<file path="src/rtl/cpu_clk_ctrl_pkg.sv">
// cpu_clk_ctrl_pkg: shared FSM state encoding and default constants for the CPU clock-enable generator.
// No ports; imported by cpu_clk_ctrl, clk_prescaler and the bench.
package cpu_clk_ctrl_pkg;
    typedef enum logic [1:0] {
        ST_HALT = 2'd0,
        ST_RUN  = 2'd1,
        ST_STEP = 2'd2
    } state_e;
    localparam int DIV_INIT_DEF = 63;
    localparam int STEP_W_DEF   = 16;
endpackage

</file>
<file path="src/rtl/cpu_clk_ctrl_if.sv">
// cpu_clk_ctrl_if: control/status bundle between the top-level controller and the clock-enable generator.
// Signals: div_load/div_in (divisor load), cmd_run/cmd_halt/cmd_step/step_count (mode commands),
//          tick/cpu_clk/running/step_done (generator outputs).
// With CPU_CLK_CTRL_STATS_EN defined it also carries stats_clr (in) and tick_total[31:0] (out).
// master = the controlling side, slave = cpu_clk_ctrl.
interface cpu_clk_ctrl_if #(
    parameter int DIV_W  = 8,
    parameter int STEP_W = 16
);
    logic              div_load;
    logic [DIV_W-1:0]  div_in;
    logic              cmd_run;
    logic              cmd_halt;
    logic              cmd_step;
    logic [STEP_W-1:0] step_count;
    logic              tick;
    logic              cpu_clk;
    logic              running;
    logic              step_done;
`ifdef CPU_CLK_CTRL_STATS_EN
    logic              stats_clr;
    logic [31:0]       tick_total;
    modport master (output div_load, div_in, cmd_run, cmd_halt, cmd_step, step_count, stats_clr,
                    input  tick, cpu_clk, running, step_done, tick_total);
    modport slave  (input  div_load, div_in, cmd_run, cmd_halt, cmd_step, step_count, stats_clr,
                    output tick, cpu_clk, running, step_done, tick_total);
`else
    modport master (output div_load, div_in, cmd_run, cmd_halt, cmd_step, step_count,
                    input  tick, cpu_clk, running, step_done);
    modport slave  (input  div_load, div_in, cmd_run, cmd_halt, cmd_step, step_count,
                    output tick, cpu_clk, running, step_done);
`endif
endinterface

</file>
<file path="src/rtl/cpu_clk_ctrl_clk_prescaler.sv">
// clk_prescaler: programmable divisor register plus wrap-at-divisor counter producing a hit strobe.
// Ports: clk, rst (sync, active-high), load (latch div_in and restart count), div_in[DIV_W],
//        hit (combinational, high in the cycle the counter sits at the divisor; suppressed while loading).
module clk_prescaler
    import cpu_clk_ctrl_pkg::*;
#(
    parameter int DIV_W    = 8,
    parameter int DIV_INIT = DIV_INIT_DEF
) (
    input  logic             clk,
    input  logic             rst,
    input  logic             load,
    input  logic [DIV_W-1:0] div_in,
    output logic             hit
);
    logic [DIV_W-1:0] div_q;
    logic [DIV_W-1:0] cnt;
    // >= rather than == keeps the counter bounded even if it were ever above the divisor
    always_ff @(posedge clk) begin
        if (rst) begin
            div_q <= DIV_W'(DIV_INIT);
            cnt   <= '0;
        end else if (load) begin
            div_q <= div_in;
            cnt   <= '0;
        end else begin
            cnt <= (cnt >= div_q) ? '0 : cnt + 1'b1;
        end
    end
    assign hit = !load && (cnt >= div_q);
endmodule

</file>
<file path="src/rtl/cpu_clk_ctrl.sv">
// cpu_clk_ctrl: CPU clock-enable generator with programmable divisor and RUN/HALT/STEP modes.
// Ports: clk, rst (sync, active-high), bus (cpu_clk_ctrl_if.slave): div_load/div_in, cmd_run/cmd_halt/cmd_step,
//        step_count in; tick (1-cycle enable), cpu_clk (toggles per tick), running, step_done out.
// Optional: define CPU_CLK_CTRL_STATS_EN to add stats_clr in and tick_total[31:0] out (ticks since reset, wrapping).
module cpu_clk_ctrl
    import cpu_clk_ctrl_pkg::*;
#(
    parameter int DIV_W    = 8,
    parameter int DIV_INIT = DIV_INIT_DEF,
    parameter int STEP_W   = STEP_W_DEF,
    parameter bit RUN_INIT = 1'b1
) (
    input logic           clk,
    input logic           rst,
    cpu_clk_ctrl_if.slave bus
);
    state_e            state, state_nxt;
    logic [STEP_W-1:0] remaining, remaining_nxt, step_load;
    logic              hit, last_step, tick_q, tick_nxt, clk_q, done_q, done_nxt;
    clk_prescaler #(.DIV_W(DIV_W), .DIV_INIT(DIV_INIT)) u_prescaler (
        .clk    (clk),
        .rst    (rst),
        .load   (bus.div_load),
        .div_in (bus.div_in),
        .hit    (hit)
    );
    assign step_load = (bus.step_count == '0) ? STEP_W'(1) : bus.step_count;
    // The final step tick is on the wire now: no further tick may be scheduled behind it
    assign last_step = (state == ST_STEP) && tick_q && (remaining == STEP_W'(1));
    always_comb begin
        state_nxt     = state;
        remaining_nxt = remaining;
        done_nxt      = 1'b0;
        if (bus.cmd_halt) begin
            state_nxt = ST_HALT;
        end else if (bus.cmd_run) begin
            state_nxt = ST_RUN;
        end else if (bus.cmd_step) begin
            state_nxt     = ST_STEP;
            remaining_nxt = step_load;
        end else if (state == ST_STEP && tick_q) begin
            remaining_nxt = (remaining == '0) ? '0 : remaining - 1'b1;
            state_nxt     = last_step ? ST_HALT : ST_STEP;
            done_nxt      = last_step;
        end
        tick_nxt = hit && ((state == ST_RUN) || (state == ST_STEP && !last_step));
    end
    always_ff @(posedge clk) begin
        if (rst) begin
            state     <= RUN_INIT ? ST_RUN : ST_HALT;
            remaining <= '0;
            tick_q    <= 1'b0;
            clk_q     <= 1'b0;
            done_q    <= 1'b0;
        end else begin
            state     <= state_nxt;
            remaining <= remaining_nxt;
            tick_q    <= tick_nxt;
            clk_q     <= clk_q ^ tick_q;
            done_q    <= done_nxt;
        end
    end
    assign bus.tick      = tick_q;
    assign bus.cpu_clk   = clk_q;
    assign bus.step_done = done_q;
    assign bus.running   = (state != ST_HALT);
`ifdef CPU_CLK_CTRL_STATS_EN
    logic [31:0] tick_total;
    // A clear wins over a coincident tick
    always_ff @(posedge clk) begin
        if (rst || bus.stats_clr) tick_total <= '0;
        else if (tick_q) tick_total <= tick_total + 32'd1;
    end
    assign bus.tick_total = tick_total;
`endif
endmodule

</file>
<file path="src/flat_wrapper.sv">
// flat-port wrapper written by rule: the top's interface ports become plain ports
module cpu_clk_ctrl_flat import cpu_clk_ctrl_pkg::*;
#(
    parameter int DIV_W    = 8,
    parameter int DIV_INIT = DIV_INIT_DEF,
    parameter int STEP_W   = STEP_W_DEF,
    parameter bit RUN_INIT = 1'b1
)
  (clk, rst, bus_div_load, bus_div_in, bus_cmd_run, bus_cmd_halt, bus_cmd_step, bus_step_count, bus_tick, bus_cpu_clk, bus_running, bus_step_done);
  cpu_clk_ctrl_if #(.DIV_W(DIV_W), .STEP_W(STEP_W)) bus_i ();
  input logic clk;
  input logic rst;
  input wire logic [$bits(bus_i.div_load)-1:0] bus_div_load;
  input wire logic [$bits(bus_i.div_in)-1:0] bus_div_in;
  input wire logic [$bits(bus_i.cmd_run)-1:0] bus_cmd_run;
  input wire logic [$bits(bus_i.cmd_halt)-1:0] bus_cmd_halt;
  input wire logic [$bits(bus_i.cmd_step)-1:0] bus_cmd_step;
  input wire logic [$bits(bus_i.step_count)-1:0] bus_step_count;
  output wire logic [$bits(bus_i.tick)-1:0] bus_tick;
  output wire logic [$bits(bus_i.cpu_clk)-1:0] bus_cpu_clk;
  output wire logic [$bits(bus_i.running)-1:0] bus_running;
  output wire logic [$bits(bus_i.step_done)-1:0] bus_step_done;
  assign bus_i.div_load = bus_div_load;
  assign bus_i.div_in = bus_div_in;
  assign bus_i.cmd_run = bus_cmd_run;
  assign bus_i.cmd_halt = bus_cmd_halt;
  assign bus_i.cmd_step = bus_cmd_step;
  assign bus_i.step_count = bus_step_count;
  assign bus_tick = bus_i.tick;
  assign bus_cpu_clk = bus_i.cpu_clk;
  assign bus_running = bus_i.running;
  assign bus_step_done = bus_i.step_done;
  cpu_clk_ctrl #(.DIV_W(DIV_W), .DIV_INIT(DIV_INIT), .STEP_W(STEP_W), .RUN_INIT(RUN_INIT)) u_core (.clk(clk), .rst(rst), .bus(bus_i));
endmodule
</file>
<file path="config.mk">
export PLATFORM = sky130hd
export DESIGN_NAME = cpu_clk_ctrl_flat
export DESIGN_NICKNAME = d
export VERILOG_FILES = /design/src/rtl/cpu_clk_ctrl_pkg.sv /design/src/rtl/cpu_clk_ctrl_if.sv /design/src/rtl/cpu_clk_ctrl_clk_prescaler.sv /design/src/rtl/cpu_clk_ctrl.sv /design/src/flat_wrapper.sv
export SDC_FILE = /design/constraint.sdc
export NUM_CORES = 1
export LEC_CHECK = 0
export ABC_AREA = 1
export CORE_MARGIN = 2
export CORE_UTILIZATION = 49
export DETAILED_ROUTE_END_ITERATION = 7
export HOLD_SLACK_MARGIN = 0.12
export PLACE_DENSITY = 0.78
export SLEW_MARGIN = 5
export SYNTH_ARGS = -nofsm -noshare
export SYNTH_HDL_FRONTEND = slang
export SYNTH_SLANG_ARGS = --single-unit
</file>
<file path="constraint.sdc">
create_clock -name clk -period 1.4 [get_ports clk]
set_input_delay 0.35 -clock clk [delete_from_list [all_inputs] [get_ports clk]]
set_output_delay 0.35 -clock clk [all_outputs]
set_load 0.01 [all_outputs]
</file>
# After elaboration in Yosys (flattened, before gate mapping)
# Index checks and enable logic that the tools add are counted.
# word_totals
regBits,37
elab_cells,44
# op_classes
n_lt_le_gt_ge,1
n_addsub,2
muxes,9
n_reduce_logical,17
n_bitwise,4
n_eq_ne,3
# op_table
op,n
16-bit 2-to-1 mux,4
16-bit logical NOT,2
"16-bit by 1-bit equality test with 1-bit output, second input constant",1
"16-bit by 1-bit subtractor with 16-bit output, second input constant",1
"8-bit by 1-bit adder with 8-bit output, second input constant",1
8-bit >= comparator,1
2-bit 2-to-1 mux,3
3-bit OR reduction,2
1-bit logical AND,5
5-bit OR reduction,1
2-bit nonzero test,2
4-bit nonzero test,1
1-bit NOT,3
3-bit AND reduction,1
"2-bit by 1-bit equality test with 1-bit output, second input constant",1
"2-bit equality test, second input constant",1
1-bit logical NOT,2
1-bit 2-to-1 mux,2
1-bit logical OR,1
1-bit bitwise XOR,1

# Depth between registers and ports, before layout
# Gate-level depths: netlist of the first run.
# depth
word_depth,8
depth_mapped,9
ltp_nobuf,9

# Hierarchy
# A second synthesis of the first run with hierarchy kept.
# unflattened
cells_unflattened,325
hier_area_um2,2294.7
# by_module_without_submodules
mod,cells_each,area_per_inst_um2,instances,seq_area_each_um2
cpu_clk_ctrl,220,1452.6,1,420.4
clk_prescaler,105,842.1,1,320.3

# Worst setup path before layout of the first run
# No wires, ideal clock.
# synth_timing
path_type,register -> register
start,register u_core.u_prescaler.div_q[5]
end,register u_core.u_prescaler.cnt[0]
stages_incl_launch_ff,8
synth_period_minus_slack_ns,1.393
arrival_time_ns,1.321
setup_slack_ns,0.007
setup_time_ns,0.071
path_buffers,0
cell_sequence,dfxtp_1 inv_1 ha_1 a21oi_1 nor2_1 nor3_1 nand4_1 nor2_1
# synth_via
elab_chain_len,2
# synth_rtl
item,line_no,rtl
start: declaration,cpu_clk_ctrl_clk_prescaler.sv:16,logic [DIV_W-1:0] div_q;
start signal: assignment,cpu_clk_ctrl_clk_prescaler.sv:21,div_q <= DIV_W'(DIV_INIT);
start signal: assignment,cpu_clk_ctrl_clk_prescaler.sv:24,div_q <= div_in;
8-bit >= comparator,cpu_clk_ctrl_clk_prescaler.sv:27,cnt <= (cnt >= div_q) ? '0 : cnt + 1'b1;
3-bit OR reduction (no source line),--,
end signal: assignment,cpu_clk_ctrl_clk_prescaler.sv:27,
end: declaration,cpu_clk_ctrl_clk_prescaler.sv:17,logic [DIV_W-1:0] cnt;
# No other way between the ends.
# A chain may end at the register's enable or synchronous reset.

# Worst setup path in the final report of the first run
# layout_timing
start,register u_core.u_prescaler.cnt[5]
end,register u_core.u_prescaler.cnt[5]
# layout_via
elab_chain_len,2
word_cells_on_any_way,3
# layout_rtl
item,line_no
8-bit >= comparator,cpu_clk_ctrl_clk_prescaler.sv:27
3-bit OR reduction (no source line),--
# Parallel ways exist; a longest one is shown, timed or not.

==> results of run 1 <==
logic make-up after synthesis:
family          Yosys count  synth area share [%]
simple gates            138                  28.5
compound gates           70                  18.0
buf+inv                  50                  9.13
flops                    37                  33.2
xor+xnor                 13                  5.10
fa+ha+maj                11                  6.16
how the worst max path moves through the flow:
stage	from	to	slack, ps	cells past startpoint
floorplan	u_core.u_prescaler.div_q[5]$_SDFFE_PP1P_	u_core.u_prescaler.cnt[0]$_SDFF_PP0_	7	7
global placement	bus_cmd_step	u_core.bus.step_done$_SDFF_PP0_	-200	6
detailed placement	bus_cmd_step	u_core.remaining[11]$_SDFFE_PP0P_	-220	6
CTS	u_core.u_prescaler.div_q[5]$_SDFFE_PP1P_	u_core.u_prescaler.cnt[1]$_SDFF_PP0_	-70	9
global route	u_core.u_prescaler.cnt[5]$_SDFF_PP0_	u_core.u_prescaler.cnt[5]$_SDFF_PP0_	-180	8
finish	u_core.u_prescaler.cnt[5]$_SDFF_PP0_	u_core.u_prescaler.cnt[5]$_SDFF_PP0_	-120	8
state kept, by name, indices dropped and copies added, names as in the netlist:
register,count
u_core.u_prescaler.cnt,8
u_core.state,2
u_core.bus.cpu_clk,1
u_core.remaining,16
u_core.u_prescaler.div_q,8
u_core.bus.step_done,1
u_core.bus.tick,1
layout make-up:
type,instances,area (µm²)
Multi-Input combinational cell,232,1490
Fill cell,324,1050
Timing Repair Buffer,83,771
Sequential cell,37,767
Inverter,41,159
Clock buffer,6,72.6
Tap cell,52,65.1
Clock inverter,2,10.0
stage by stage:
step | TNS, ps | total power [mW] | setup slack, ps
6_report | -822 | 2.68 | -120
4_1_cts | -504 | 2.59 | -68.2
2_1_floorplan | 0 | 1.56 | 7.44
3_5_place_dp | -4840 | 1.84 | -220
5_1_grt | -1400 | 2.81 | -178
3_3_place_gp | -4070 | 1.82 | -203
power groups by stage:
| stage | Sequential [mW] | Clock, mW | Combinational [mW] |
|---|---|---|---|
| after global placement | 1.16 | 0 | 0.664 |
| final | 1.15 | 0.739 | 0.799 |
| after global routing | 1.15 | 0.783 | 0.878 |
| after floorplan | 1.15 | 0 | 0.413 |
| after detailed placement | 1.16 | 0 | 0.682 |
| after CTS | 1.14 | 0.748 | 0.707 |
metal layers:
| layer | wire (µm) | share of wire [%] | vias up | global-route usage [%] |
|---|---|---|---|---|
| li1 | - | - | 1198 | - |
| met1 | 2850 | 46 | 1092 | 31.3 |
| met2 | 2950 | 48 | 56 | 40.5 |
| met3 | 222 | 3.6 | 14 | 4.22 |
| met4 | 140 | 2.3 | 0 | 9.64 |
| met5 | 0 | 0 | - | 0 |
cell usage in the layout, fill, tap and decap left out, types with 2 or more instances in the layout:
master	n
a21oi_1	26
a21oi_2	16
a21oi_4	2
buf_12	3
buf_4	41
buf_6	5
clkbuf_8	5
clkdlybuf4s50_1	29
clkinv_2	2
dfxtp_1	20
dfxtp_2	15
dfxtp_4	2
dlygate4sd2_1	3
ha_1	5
ha_4	5
inv_1	30
inv_2	10
nand2_1	50
nand2_2	4
nand2_4	2
nand3_1	19
nand3_2	3
nand4_1	4
nor2_1	30
nor2_2	9
nor2_4	11
nor3_1	2
o21ai_0	24
xnor2_1	5
xor2_1	8
repair_timing:
action / in CTS / in global routing
cloned: 0 / 1
setup endpoints to repair: 28 / 24
setup buffers: 2 / 4
pin swaps: 9 / 19
gates resized for setup: 32 / 52
==> key figures, run 1 <==
Pwr
  – IR drop worst, VDD: 0.000648 V
  – Clock power frac: 27.5%
  – Gate power share: 29.7%
  – Total leakage power: 1.50 nW
  – Power Density: 806 nW/µm²
  – Switch Pwr: 0.856 mW
  – Reg power frac: 42.7%
  – Int Power: 1.83 mW
  – Sw frac: 31.9%

GRT
  – First-pass GRT wire length: 9.96 mm
  – Gr ovfl total: 0
  – Initial antenna violation count: 0
  – Vias in the first global route: 2299
  – GR Util All Layers: 24.3%
  – Pin count of the biggest net entering global routing: 21

Worst setup path
  – Crit path DAT: 1750 ps
  – Reg2reg path depth: 8
  – R2R setup slack: -120 ps
  – R2R Path End: u_core.u_prescaler.cnt[5]$_SDFF_PP0_
  – WP buf/inv: 2
  – Worst r2r src: u_core.u_prescaler.cnt[5]$_SDFF_PP0_
  – Critical Path Sink Type: flip-flop
  – Crit path max-delay family: simple AND/OR/NAND/NOR gates
  – Max Fanout on Critical Path: 8
  – Most common cell on crit path: nor2_2
  – Cells along the critical path: ha_4 > a21oi_4 > nor2_2 > nor3_2 > buf_4 > nand4_1 > buf_6 > nor2_2
  – Setup CP Type: flip-flop to flip-flop
  – Slowest CP cell: dfxtp_2
  – WP data required: 1630 ps
  – Slowest stage delay, CP: 350 ps
  – Setup crit start kind: flip-flop

Synth
  – Ys flop type: dfxtp_1
  – Post-synth ARST share: 0%
  – Synth area leaders: dfxtp_1 33%, nand2_1 8.7%, nor2_1 7.6%
  – Commonest cells post-synth: 52 x nand2_1, 45 x nor2_1, 38 x inv_1
  – Synth top area share: 33.2%
  – Synth area leader: dfxtp_1
  – EDFF count, synth: 0
  – Syn nets: 360
  – Post-Synthesis Cell Area: 2230 µm²
  – Synth Warn #: 0
  – Count leader, synth: nand2_1
  – Syn Area/Cell: 7.00 µm²
  – Yosys reg bits: 37
  – Yosys cell types: 30
  – Sequential element share of the synthesized area: 33.2%
  – Cells after Synth: 319

Timing
  – Slew @ Worst Pin: 288 ps
  – Fin. max-slew vios: 0
  – Fmax: 658 MHz
  – Skew final: 4.06 ps
  – Final setup margin: -120 ps
  – Hold Slack: 452 ps
  – Final critical-path required period: 1520 ps
  – Final hold violations: 0
  – Tcrit/Tclk final: 109%
  – RSZ-0062 raised after global routing: true
  – Slew headroom: 80.7%
  – Final setup viols: 9

Detailed routing
  – DRT Wirelength: 6.15 mm
  – Detail Route Antenna Nets: 0
  – DRC Markers: 0
  – Vias per cell: 5.21
  – Drt pass-1 iters: 4
  – Routed WL per cell: 13.6 µm
  – Detailed router's first-iteration violation count: 162
  – Via count: 2360

Finish
  – Area growth syn-to-layout: 49.1%
  – ANT cells: 0
  – Design area: 3330 µm²
  – NumNets Final: 441
  – Final core utilization: 76.0%
  – Layout Cells excl Fill: 453
  – Share of cells above drive strength 1: 35.4%

Min path
  – Hold Path Sink: u_core.u_prescaler.cnt[0]$_SDFF_PP0_
  – Hold Crit Class: flip-flop to flip-flop
  – Hold wc startpoint: u_core.u_prescaler.cnt[0]$_SDFF_PP0_
  – Hold depth: 1

Run status
  – Failing checks: negative setup slack
  – Status: finished, violations left

Placement
  – Area of placed instances: 2940 µm²
  – Placed cells: 438
  – Final GP Congestion: 0.812
  – Port Buffers: 33
  – DPL Wire Length: 4.11 mm

Clocking
  – Clk pin slew, worst setup/hold paths: 70 ps
  – # clock sinks: 37
  – CTS H-tree lvls: 2
  – Worst-Skew Late Latency: 300 ps
  – Clk root buf: clkbuf_8
  – Cts hold-fix bufs: 0
  – Max clock buf depth: 2
  – Cts bufs inserted: 5
  – CTS tree: yes

Die
  – Row cnt: 24
  – CORE AREA: 4380 µm²
  – Initial Util: 50.9%
  – # IOs: 34
  – DIE AREA: 5110 µm²
  – Die height: 71.5 µm
  – Die Wd: 71.5 µm

Job
  – Max_cap viols: 0
(Power assumes the default switching activity.)
==> inputs of run 2 (changes only) <==
--- a/config.mk
+++ b/config.mk
@@ -10,8 +10,9 @@
 export CORE_UTILIZATION = 49
 export DETAILED_ROUTE_END_ITERATION = 7
 export HOLD_SLACK_MARGIN = 0.12
-export PLACE_DENSITY = 0.78
+export PLACE_DENSITY = 0.76
 export SLEW_MARGIN = 5
 export SYNTH_ARGS = -nofsm -noshare
 export SYNTH_HDL_FRONTEND = slang
+export SYNTH_HIERARCHICAL = 1
 export SYNTH_SLANG_ARGS = --single-unit
==> run 2 against run 1 <==
The run still ends with negative setup slack left; synthesized area up 2.7%; global-route usage up 0.73 points; sequential cell count unchanged; critical path depth unchanged; sequential share of layout area down 0.65 points; first-iteration DRC count up 42%; design area up 1.7%; sequential power about the same; clock skew up 1.5 ps; critical path type unchanged; largest power group unchanged.
==> key figures, run 2 <==
Run status
  – Status: finished, violations left
  – Failing checks: negative setup slack

Synth
  – Count leader, synth: nand2_1
  – Synth Warn #: 6
  – Cells after Synth: 325
  – Ys flop type: dfxtp_1
  – Syn Area/Cell: 7.06 µm²
  – Synth area leader: dfxtp_1
  – Commonest cells post-synth: 59 x nand2_1, 43 x nor2_1, 38 x inv_1
  – Post-Synthesis Cell Area: 2290 µm²
  – Yosys reg bits: 37
  – EDFF count, synth: 0
  – Syn nets: 366
  – Synth area leaders: dfxtp_1 32%, nand2_1 9.7%, a21oi_1 7.6%
  – Synth top area share: 32.3%
  – Yosys cell types: 29
  – Sequential element share of the synthesized area: 32.3%
  – Post-synth ARST share: 0%

Die
  – CORE AREA: 4440 µm²
  – DIE AREA: 5250 µm²
  – # IOs: 34
  – Die Wd: 72.4 µm
  – Initial Util: 51.6%
  – Row cnt: 24
  – Die height: 72.4 µm

Clocking
  – Cts hold-fix bufs: 0
  – Clk pin slew, worst setup/hold paths: 80 ps
  – CTS H-tree lvls: 2
  – Cts bufs inserted: 5
  – # clock sinks: 37
  – Clk root buf: clkbuf_8
  – CTS tree: yes
  – Worst-Skew Late Latency: 300 ps
  – Max clock buf depth: 2

Pwr
  – Power, Total: 2.97 mW
  – Total leakage power: 1.52 nW
  – IR drop worst, VDD: 0.000441 V
  – Power Density: 875 nW/µm²

Placement
  – Area of placed instances: 2940 µm²
  – Pre-CTS setup slack: -270 ps
  – Final GP Congestion: 0.893
  – DPL Wire Length: 4.19 mm
  – Port Buffers: 33

Job
  – Max_cap viols: 0

Worst setup path
  – Max Fanout on Critical Path: 8
  – Critical Path Sink Type: flip-flop
  – Setup crit start kind: flip-flop
  – Setup CP Type: flip-flop to flip-flop
  – Crit path DAT: 1650 ps
  – WP data required: 1590 ps

GRT
  – Vias in the first global route: 2355
  – GR Util All Layers: 25.1%
  – Grt met3 use: 5.14%
  – M1 GR Usage: 32.0%
  – GRT met2 Usage: 41.9%
  – Initial antenna violation count: 0
  – Gr ovfl total: 0
  – First-pass GRT wire length: 10.3 mm
  – Pin count of the biggest net entering global routing: 18
  – Busiest layer in global routing: met2

Finish
  – ANT cells: 0
  – Share of cells above drive strength 1: 38.7%
  – Filler instances: 311
  – Largest registers: u_core/remaining x16, u_core/u_prescaler/cnt x8, u_core/u_prescaler/div_q x8
  – Area growth syn-to-layout: 47.7%
  – Design area: 3390 µm²
  – Max reg flops: 16
  – Commonest cells after routing, fill and taps aside: 47 x nand2_1, 43 x buf_4, 32 x nor2_1
  – Biggest register: u_core/remaining
  – FF/Latch Area: 758 µm²
  – NumNets Final: 446
  – Commonest non-fill, non-tap cell in the layout: nand2_1
  – Area of the multi-input gates: 1570 µm²

Timing
  – RSZ-0062 raised after global routing: true
  – Slew headroom: 81.5%
  – Tcrit/Tclk final: 105%
  – Fin. max-slew vios: 0
  – Fmax: 683 MHz
  – Slew @ Worst Pin: 277 ps
  – Skew final: 5.52 ps
  – Final hold violations: 0
  – Final setup viols: 13
  – Final setup margin: -64.0 ps
  – Final critical-path required period: 1460 ps

Detailed routing
  – DRC Markers: 0
  – Detail Route Antenna Nets: 0
  – Drt pass-1 iters: 5
  – Via count: 2481
  – Routed WL per cell: 14.9 µm
  – DRT Wirelength: 6.82 mm
  – Detailed router's first-iteration violation count: 230
  – Vias per cell: 5.42

Min path
  – Hold Crit Class: flip-flop to flip-flop
[run 2: cell count changes after synthesis, sizes merged, moves of 2 or more]
cell,before,now
buf,3,5
xor2,8,4
clkbuf,6,2
nor3,3,0
nand3,23,25
nor2,50,53
nand2,56,66
[run 2: critical path, stage by stage, from the launching register on]
cell and delay [ps]:
dfxtp_1 330, inv_2 60, ha_4 280, nand2_4 70, nor2_4 160, nand2_2 90, buf_6 130, nand4_4 170
nor2_1 70
[run 2: routing by layer]
metal	vias to the layer above	routed length, µm	part of all wire (%)
li1	1207	-	-
met1	1140	2930	43
met2	112	3310	48
met3	22	416	6.1
met4	0	172	2.5
met5	-	0	0
[run 2: kinds of logic (layout without fill, tap and decap cells)]
logic type	after synthesis	in the layout	synth area share, %
AOI/OAI and AO/OA	71	71	17.5
and+or+nand+nor	149	149	31.6
DFF	37	37	32.3
buffers and inverters	47	128	8.78
xor gates and xnor gates	10	10	3.82
adders and majority gates	11	11	6.00
[run 2: layout make-up]
type / instances / area share (%)
Sequential cell: 37 / 22.4
Multi-Input combinational cell: 241 / 46.3
Clock buffer: 5 / 2.03
Tap cell: 52 / 1.92
Inverter: 40 / 4.51
Clock inverter: 3 / 1.37
Timing Repair Buffer: 80 / 21.5
[run 2: what timing repair did]
action | 4_1_cts | 5_1_grt
buffers inserted | 3 | 5
endpoints found under the hold margin | 0 | 0
pin swaps | 10 | 27
setup endpoints to repair | 24 | 26
gates cloned | 1 | 0
resized for setup | 23 | 59
[run 2: final timing paths]
kind / startpoint / end / slack [ps] / cells past startpoint
worst min-delay path: u_core/u_prescaler/div_q[2]$_SDFFE_PP1P_ / u_core/u_prescaler/div_q[2]$_SDFFE_PP1P_ / 480 / 2
worst min register to register: u_core/u_prescaler/div_q[2]$_SDFFE_PP1P_ / u_core/u_prescaler/div_q[2]$_SDFFE_PP1P_ / 480 / 2
worst max-delay path: u_core/u_prescaler/div_q[6]$_SDFFE_PP0P_ / u_core/u_prescaler/cnt[2]$_SDFF_PP0_ / -60 / 8
worst max register to register: u_core/u_prescaler/div_q[6]$_SDFFE_PP0P_ / u_core/u_prescaler/cnt[2]$_SDFF_PP0_ / -60 / 8
[run 2: power by group]
group	switching [mW]	internal, mW	total [mW]
clock network	0.424	0.533	0.958
registers	0.0435	1.10	1.15
logic	0.446	0.416	0.862
total	0.914	2.05	2.97
[run 2: metrics by stage]
| stage | hold slack [ps] | setup TNS [ps] | instances | util, % |
|---|---|---|---|---|
| after floorplan | 422 | 0 | 325 | - |
| after global placement | 456 | -3220 | 441 | 66.1 |
| after detailed placement | 463 | -4140 | 441 | 66.1 |
| after CTS | 476 | 0 | 453 | 71.4 |
| after global routing | 512 | -1300 | 458 | 76.2 |
| final | 484 | -416 | 458 | 76.2 |
